$ cat src/rtl/s2_dist.sv
// s2_dist: routes one input word per cycle to one of four registered output
// channels chosen by the A1/B1/A0/B0 select lines.  Each channel is a
// single-entry skid-free register with valid/ready handshake; a draining
// channel can be refilled in the same cycle without a bubble.
module s2_dist #(
  parameter int size = 5
) (
  input  logic            clk,
  input  logic            CLR,
  input  logic [size-1:0] din,
  input  logic            in_valid,
  output logic            in_ready,
  input  logic            A1,
  input  logic            B1,
  input  logic            A0,
  input  logic            B0,
  output logic [size-1:0] out0,
  output logic [size-1:0] out1,
  output logic [size-1:0] out2,
  output logic [size-1:0] out3,
  output logic [3:0]      out_valid,
  input  logic [3:0]      out_ready,
  output logic [7:0]      acc_cnt
);

  logic [1:0]      sel_s;
  logic [3:0]      drain_s;
  logic            in_ready_s;
  logic            accept_s;

  logic [size-1:0] data_q [4];
  logic [size-1:0] data_d [4];
  logic [3:0]      valid_q;
  logic [3:0]      valid_d;
  logic [7:0]      cnt_q;
  logic [7:0]      cnt_d;

  // Decode the target channel, the per-channel drain condition and the
  // combinational accept handshake (independent of in_valid by design).
  always_comb begin
    sel_s      = {A1 & B1, A0 | B0};
    drain_s    = valid_q & out_ready;
    in_ready_s = ~valid_q[sel_s] | drain_s[sel_s];
    accept_s   = in_valid & in_ready_s;
  end

  // Next-state: drains clear valid, an accept loads the target and counts.
  always_comb begin
    data_d  = data_q;
    valid_d = valid_q & ~drain_s;
    cnt_d   = cnt_q;
    if (accept_s) begin
      data_d[sel_s]  = din;
      valid_d[sel_s] = 1'b1;
      cnt_d          = cnt_q + 8'd1;
    end else begin
      cnt_d = cnt_q;
    end
  end

  // State registers with synchronous active-low clear taking priority.
  always_ff @(posedge clk) begin
    if (!CLR) begin
      data_q  <= '{default: '0};
      valid_q <= 4'b0000;
      cnt_q   <= 8'd0;
    end else begin
      data_q  <= data_d;
      valid_q <= valid_d;
      cnt_q   <= cnt_d;
    end
  end

  assign in_ready  = in_ready_s;
  assign out0      = data_q[0];
  assign out1      = data_q[1];
  assign out2      = data_q[2];
  assign out3      = data_q[3];
  assign out_valid = valid_q;
  assign acc_cnt   = cnt_q;

endmodule

$ cat config.mk
export PLATFORM = sky130hd
export DESIGN_NAME = s2_dist
export DESIGN_NICKNAME = d
export VERILOG_FILES = /design/src/rtl/s2_dist.sv
export SDC_FILE = /design/constraint.sdc
export NUM_CORES = 1
export LEC_CHECK = 0
export ABC_AREA = 1
export BUFFER_PORTS_ARGS = -buffer_cell sky130_fd_sc_hd__clkbuf_2
export CELL_PAD_IN_SITES_DETAIL_PLACEMENT = 0
export CELL_PAD_IN_SITES_GLOBAL_PLACEMENT = 1
export CORE_MARGIN = 2
export CORE_UTILIZATION = 38
export DETAILED_ROUTE_END_ITERATION = 10
export GPL_ROUTABILITY_DRIVEN = 0
export HOLD_SLACK_MARGIN = 0.05
export PLACE_DENSITY = 0.94
export REMOVE_ABC_BUFFERS = 1
export SLEW_MARGIN = 20
export SYNTH_ARGS = -nofsm -noshare
export SYNTH_HDL_FRONTEND = slang
export SYNTH_SLANG_ARGS = --single-unit
$ cat constraint.sdc
create_clock -name clk -period 1.9 [get_ports clk]
set_input_delay 0.38 -clock clk [delete_from_list [all_inputs] [get_ports clk]]
set_output_delay 0.38 -clock clk [all_outputs]
set_load 0.01 [all_outputs]
==> summary.md, run 1 <==
| Metric | Value |
|---|---|
| Status | `complete, no violations` |
| Max-slew headroom | `0.666` |
| Slowest-stage cell, CP | `dfxtp_1` |
| Post-CTS sizing | `0` |
| Required @ worst endpoint | `1.52 ns` |
| Largest net degree at the start of global routing | `23` |
| Post-synth EDFFs | `0` |
| Worst Tran Pin Value | `0.498 ns` |
| Flops & latches, synth | `32` |
| Sequential share of the synthesized area | `0.370` |
| Final Cell Area | `2110 um^2` |
| Mapped Cells | `262` |
| Max-slew violations | `0` |
| # clock sinks | `32` |
| Wire per inst | `10.5 um` |
| Crit-path most repeated cell | `nand2_1` |
| Tmin final | `1.80 ns` |
| Skew final | `0.00371 ns` |
| Gr ovfl total | `0` |
| Storage cell area | `641 um^2` |
| Vias in the first global route | `1,503` |
| Setup-failing EPs final | `0` |
| DRT Wirelength | `3840 um` |
| Area of the multi-input gates | `803 um^2` |
| Setup WS pre-CTS | `0.119 ns` |
| RSZ-0062 raised after global routing | `no` |
| Area grow syn2layout | `22.1%` |
| Share of layout cells above drive strength 1 | `0.225` |
| Drt drc | `0` |
| Setup TNS | `0 ns` |
| Final setup margin | `0.0981 ns` |
| Worst hold path type | `in2reg` |
| Final hold violation count | `0` |
| Worst path cell trace | `nand2_1 > inv_1 > nand3_1 > nand2_1 > nor2_4 > nand2_4 > clkbuf_2` |
| Die H | `71.5 um` |
| Nets | `331` |
| F_max | `555 MHz` |
| Worst Path Max Fanout | `20` |
| GRT Overall Usage | `0.160` |
| Synthesized area | `1730 um^2` |
| Hold buffer count at CTS | `0` |
| Crit-path max cell delay | `0.41 ns` |
| Max clock buf depth | `2` |
| CP startpoint kind | `flip-flop` |
| PortBufs | `48` |
| Ant diodes | `0` |
| Setup crit end kind | `primary output` |
| CTS buffer count | `5` |
| Yosys warning count | `0` |
| Synth Flop Type | `dfxtp_1` |
| First-pass GRT wire length | `6500 um` |
| CTS H-tree lvls | `2` |
| Crit Path Category | `reg2out` |
| Tot Pwr | `1.50 mW` |
| Hold Slack | `0.359 ns` |
| Via-per-instance ratio | `4.54` |
| Synth cell types | `23` |
| VDD IR max | `0.000320 V` |
| Post-CTS Setup Bufs | `0` |
| Worst-Skew Late Latency | `0.29 ns` |
| Via count | `1,665` |
| Initial antenna violation count | `0` |
| LEAKAGE | `1.15 nW` |
| Hpwl dp | `2920 um` |
| Pwr Density | `712 nW/um^2` |
| Max-cap viol count | `0` |
| Clock Pin Slew Worst Setup and Hold Paths | `0.06 ns` |
| DR iter-0 viols | `78` |
| Final ANT Viol Nets | `0` |
| Min-delay src | `out_ready[1]` |
| Reg-to-Reg Start | `out_valid[0]` |
| Final Cycle Share | `0.948` |
| DP Area | `2020 um^2` |
| Crit path launch | `out_valid[0]` |
| Floorplan row count | `24` |
| Root Driver | `clkbuf_8` |
| Die ar. | `5110 um^2` |
| Avg Inst Size Synth | `6.60 um^2` |
| Drt pass-1 iters | `4` |
| FFs w/ async S/R, synth | `0` |
| CTS tree | `built` |
| Boundary Pins | `49` |
| Core region area | `4350 um^2` |
| Initial Util | `0.397` |
| Chip Width | `71.5 um` |
| Worst Path Arrival | `1.42 ns` |
| # fillers | `435` |
worst max-delay path, delay by kind of cell, from the launching register on:
kind / cells / cell delay, ns
AND/OR/NAND/NOR: 5 / 0.49
flip-flops: 1 / 0.41
buffers and inverters: 2 / 0.23
synth_stat cells (2+ instances only):
cell,instances,area share
clkbuf_1,3,0.0065
buf_2,2,0.0058
nor2_1,27,0.059
nor2_4,3,0.020
nand4_1,22,0.080
xor2_1,2,0.010
nand3_4,2,0.020
xnor2_1,3,0.015
inv_1,61,0.13
a21oi_1,10,0.029
nand3_1,14,0.041
nand2_1,69,0.15
dfxtp_1,32,0.37
nand2_2,3,0.011
final timing paths:
kind	to	slack (ns)	cells past startpoint
max	in_ready	0.1	7
min	out_valid[1]	0.36	4
max reg2reg	acc_cnt[1]	0.31	10
min reg2reg	acc_cnt[7]	0.50	2
placed cells by master, fill, tap and decap left out:
master,count
buf_4,5
a21oi_1,10
nand2_8,1
dfxtp_1,32
clkbuf_8,6
clkinv_1,1
clkbuf_2,48
nor2_1,27
xor2_1,2
xnor2_1,3
inv_1,61
nand2_4,1
nand2_2,3
o21ai_0,1
ha_1,1
nand4_1,22
nand3_1,14
o21ai_1,1
nand3_4,2
clkinv_2,2
nand2_1,69
nor2_4,3
routing by layer:
metal  global-route usage  wire length [um]  vias up
met5                    0                 0        -
li1                     -                 -      898
met2                0.262              1770       36
met4               0.0797                85        0
met1                0.199              1810      723
met3               0.0323               175        8
where the power goes:
part / switching, mW / total (mW) / internal (mW)
clock: 0.252 / 0.541 / 0.289
combinational: 0.153 / 0.243 / 0.0904
sequential: 0.0198 / 0.721 / 0.701
total: 0.425 / 1.50 / 1.08
per-stage QoR:
step,instances,utilization
global route,367,0.485
global placement,359,0.464
finish,367,0.485
detailed placement,359,0.464
floorplan,254,-
CTS,367,0.485
cell families (layout without fill, tap and decap cells):
kind of cell | after synthesis | count (layout) | synth area share
flops | 32 | 32 | 0.370
simple gates | 142 | 142 | 0.397
compound gates | 12 | 12 | 0.0347
buf+inv | 70 | 123 | 0.165
xor+xnor | 5 | 5 | 0.0253
fa+ha+maj | 1 | 1 | 0.00723
cell type report:
cell class / instances / area share
Multi-Input combinational cell: 160 / 0.380
Tap cell: 52 / 0.0308
Timing Repair Buffer: 53 / 0.132
Clock inverter: 2 / 0.00474
Inverter: 62 / 0.110
Clock buffer: 6 / 0.0391
Sequential cell: 32 / 0.303
state kept, by name, indices dropped and copies added, names as in the netlist:
register and flops:
acc_cnt 8, out1 5, out_valid 4, out2 5
out3 5, out0 5
Power figures use the tool's default switching activity.
==> inputs of run 2 (changes only) <==
--- a/config.mk
+++ b/config.mk
@@ -7,7 +7,7 @@
 export LEC_CHECK = 0
 export ABC_AREA = 1
 export BUFFER_PORTS_ARGS = -buffer_cell sky130_fd_sc_hd__clkbuf_2
-export CELL_PAD_IN_SITES_DETAIL_PLACEMENT = 0
+export CELL_PAD_IN_SITES_DETAIL_PLACEMENT = 1
 export CELL_PAD_IN_SITES_GLOBAL_PLACEMENT = 1
 export CORE_MARGIN = 2
 export CORE_UTILIZATION = 38
==> run 2 against run 1 <==
  * Non-clock buffer count did not move
  * Final area rose by 0.30%
  * Global-route usage increased by 4.1 points
  * Clock-buffer cell count grew 2
  * Sequential power is essentially flat
  * Register-to-register slack gained 0.08 ns
  * Worst hold slack better by 0.0034 ns
  * Die area stayed put
  * First-iteration DRC count shrank 1.3%
  * Fmax grew 3.7%
  * Cell count is the same
==> summary.md, run 2 (synthesis results as in run 1) <==
| Metric | Value |
|---|---|
| Worst Path Arrival | `1.36 ns` |
| Via-per-instance ratio | `4.77` |
| Hpwl dp | `3440 um` |
| F_max | `575 MHz` |
| CTS tree | `built` |
| LEAKAGE | `1.14 nW` |
| Max-cap viol count | `0` |
| Min-delay src | `out_ready[3]` |
| Skew final | `0.00184 ns` |
| Most common cell after layout, fill and taps aside | `nand2_1` |
| DP Area | `2020 um^2` |
| Crit path launch | `out_valid[0]` |
| RR Endpoint | `acc_cnt[0]` |
| Die ar. | `5110 um^2` |
| Tot Pwr | `1.52 mW` |
| Wire per inst | `12.7 um` |
| Hold Slack | `0.363 ns` |
| Reg2reg setup slack | `0.39 ns` |
| First-pass GRT wire length | `8180 um` |
| Placed insts | `359` |
| Root Driver | `clkbuf_8` |
| CTS H-tree lvls | `2` |
| Max reg flops | `8` |
| Share of layout cells above drive strength 1 | `0.219` |
| Setup-failing EPs final | `0` |
| Crit Path Category | `reg2out` |
| Final Cycle Share | `0.915` |
| VDD IR max | `0.000466 V` |
| CP startpoint kind | `flip-flop` |
| Nets | `331` |
| Required @ worst endpoint | `1.52 ns` |
| Final Cell Area | `2120 um^2` |
| Setup WS pre-CTS | `0.103 ns` |
| Final setup margin | `0.162 ns` |
| Drt drc | `0` |
| Final non-filler cell total | `367` |
| R2r worst-path depth | `11` |
| CTS buffer count | `5` |
| Initial antenna violation count | `0` |
| Vias in the first global route | `1,788` |
| DRT Wirelength | `4650 um` |
| Clock Pin Slew Worst Setup and Hold Paths | `0.07 ns` |
| Gr ovfl total | `0` |
| Pwr Density | `718 nW/um^2` |
| Largest net degree at the start of global routing | `23` |
| GRT Overall Usage | `0.201` |
| Final core utilization | `0.486` |
| Status | `complete, no violations` |
| Max-slew headroom | `0.660` |
| Setup crit end kind | `primary output` |
| Max-slew violations | `0` |
| Die H | `71.5 um` |
| Ant diodes | `0` |
| Final ANT Viol Nets | `0` |
| RSZ-0062 raised after global routing | `no` |
| Worst Path Max Fanout | `20` |
| Worst hold endpoint | `out_valid[3]` |
| Boundary Pins | `49` |
| Core region area | `4350 um^2` |
| Most frequent cells in the layout | `nand2_1 (69), inv_1 (61), clkbuf_2 (48), dfxtp_1 (32), nor2_1 (27)` |
| Via count | `1,749` |
| Tmin final | `1.74 ns` |
| PortBufs | `48` |
| Worst hold path type | `in2reg` |
| Floorplan row count | `24` |
| Chip Width | `71.5 um` |
| Cell count of the worst hold path | `4` |
| DR iter-0 viols | `77` |
| Setup TNS | `0 ns` |
| Reg-to-Reg Start | `out_valid[0]` |
| Area grow syn2layout | `22.5%` |
| Initial Util | `0.397` |
| # clock sinks | `32` |
| Final hold violation count | `0` |
| Drt pass-1 iters | `4` |
| Worst-Skew Late Latency | `0.28 ns` |
| Max clock buf depth | `2` |
| Worst Tran Pin Value | `0.509 ns` |
run 2: power by group:
part / leakage, nW / switching [mW] / internal, mW
Clock: 0.0455 / 0.249 / 0.295
Sequential: 0.261 / 0.0211 / 0.701
Combinational: 0.838 / 0.163 / 0.0922
run 2: worst max path at each step:
stage / cells after the start / to / slack [ns]
final: 7 / in_ready / 0.16
after global routing: 8 / in_ready / 0.05
after CTS: 7 / in_ready / 0.09
after detailed placement: 10 / acc_cnt[1] / 0.10
after global placement: 10 / acc_cnt[1] / 0.17
after floorplan: 10 / out0[0] / 0.35
run 2: timing repair:
item | in CTS | in global routing
gates resized for setup | 0 | 1
hold buffers | 0 | 0
buffers inserted | 0 | 0
setup endpoints to repair | 0 | 1
run 2: critical path, stage by stage (launching register included):
cell      delay (ns)
dfxtp_1         0.35
nand2_1         0.08
inv_1           0.04
nand3_1         0.06
nand2_1         0.09
nor2_4          0.16
nand2_8         0.13
clkbuf_2        0.16
run 2: final cells by class:
| type | instances | area, um^2 |
|---|---|---|
| clock buffers | 8 | 90.1 |
| inverters | 62 | 233 |
| multi-input cells | 160 | 812 |
| fillers | 589 | 2240 |
| flip-flops and latches | 32 | 641 |
| well taps | 52 | 65.1 |
| repair buffers | 53 | 278 |
run 2: routing by layer:
metal  global-route usage  vias to the layer above  routed length [um]
met5                    0                        -                   0
met4               0.0881                        0                  82
met3               0.0436                        9                 166
met2                0.328                       36                2320
met1                0.255                      804                2080
li1                     -                      900                   -
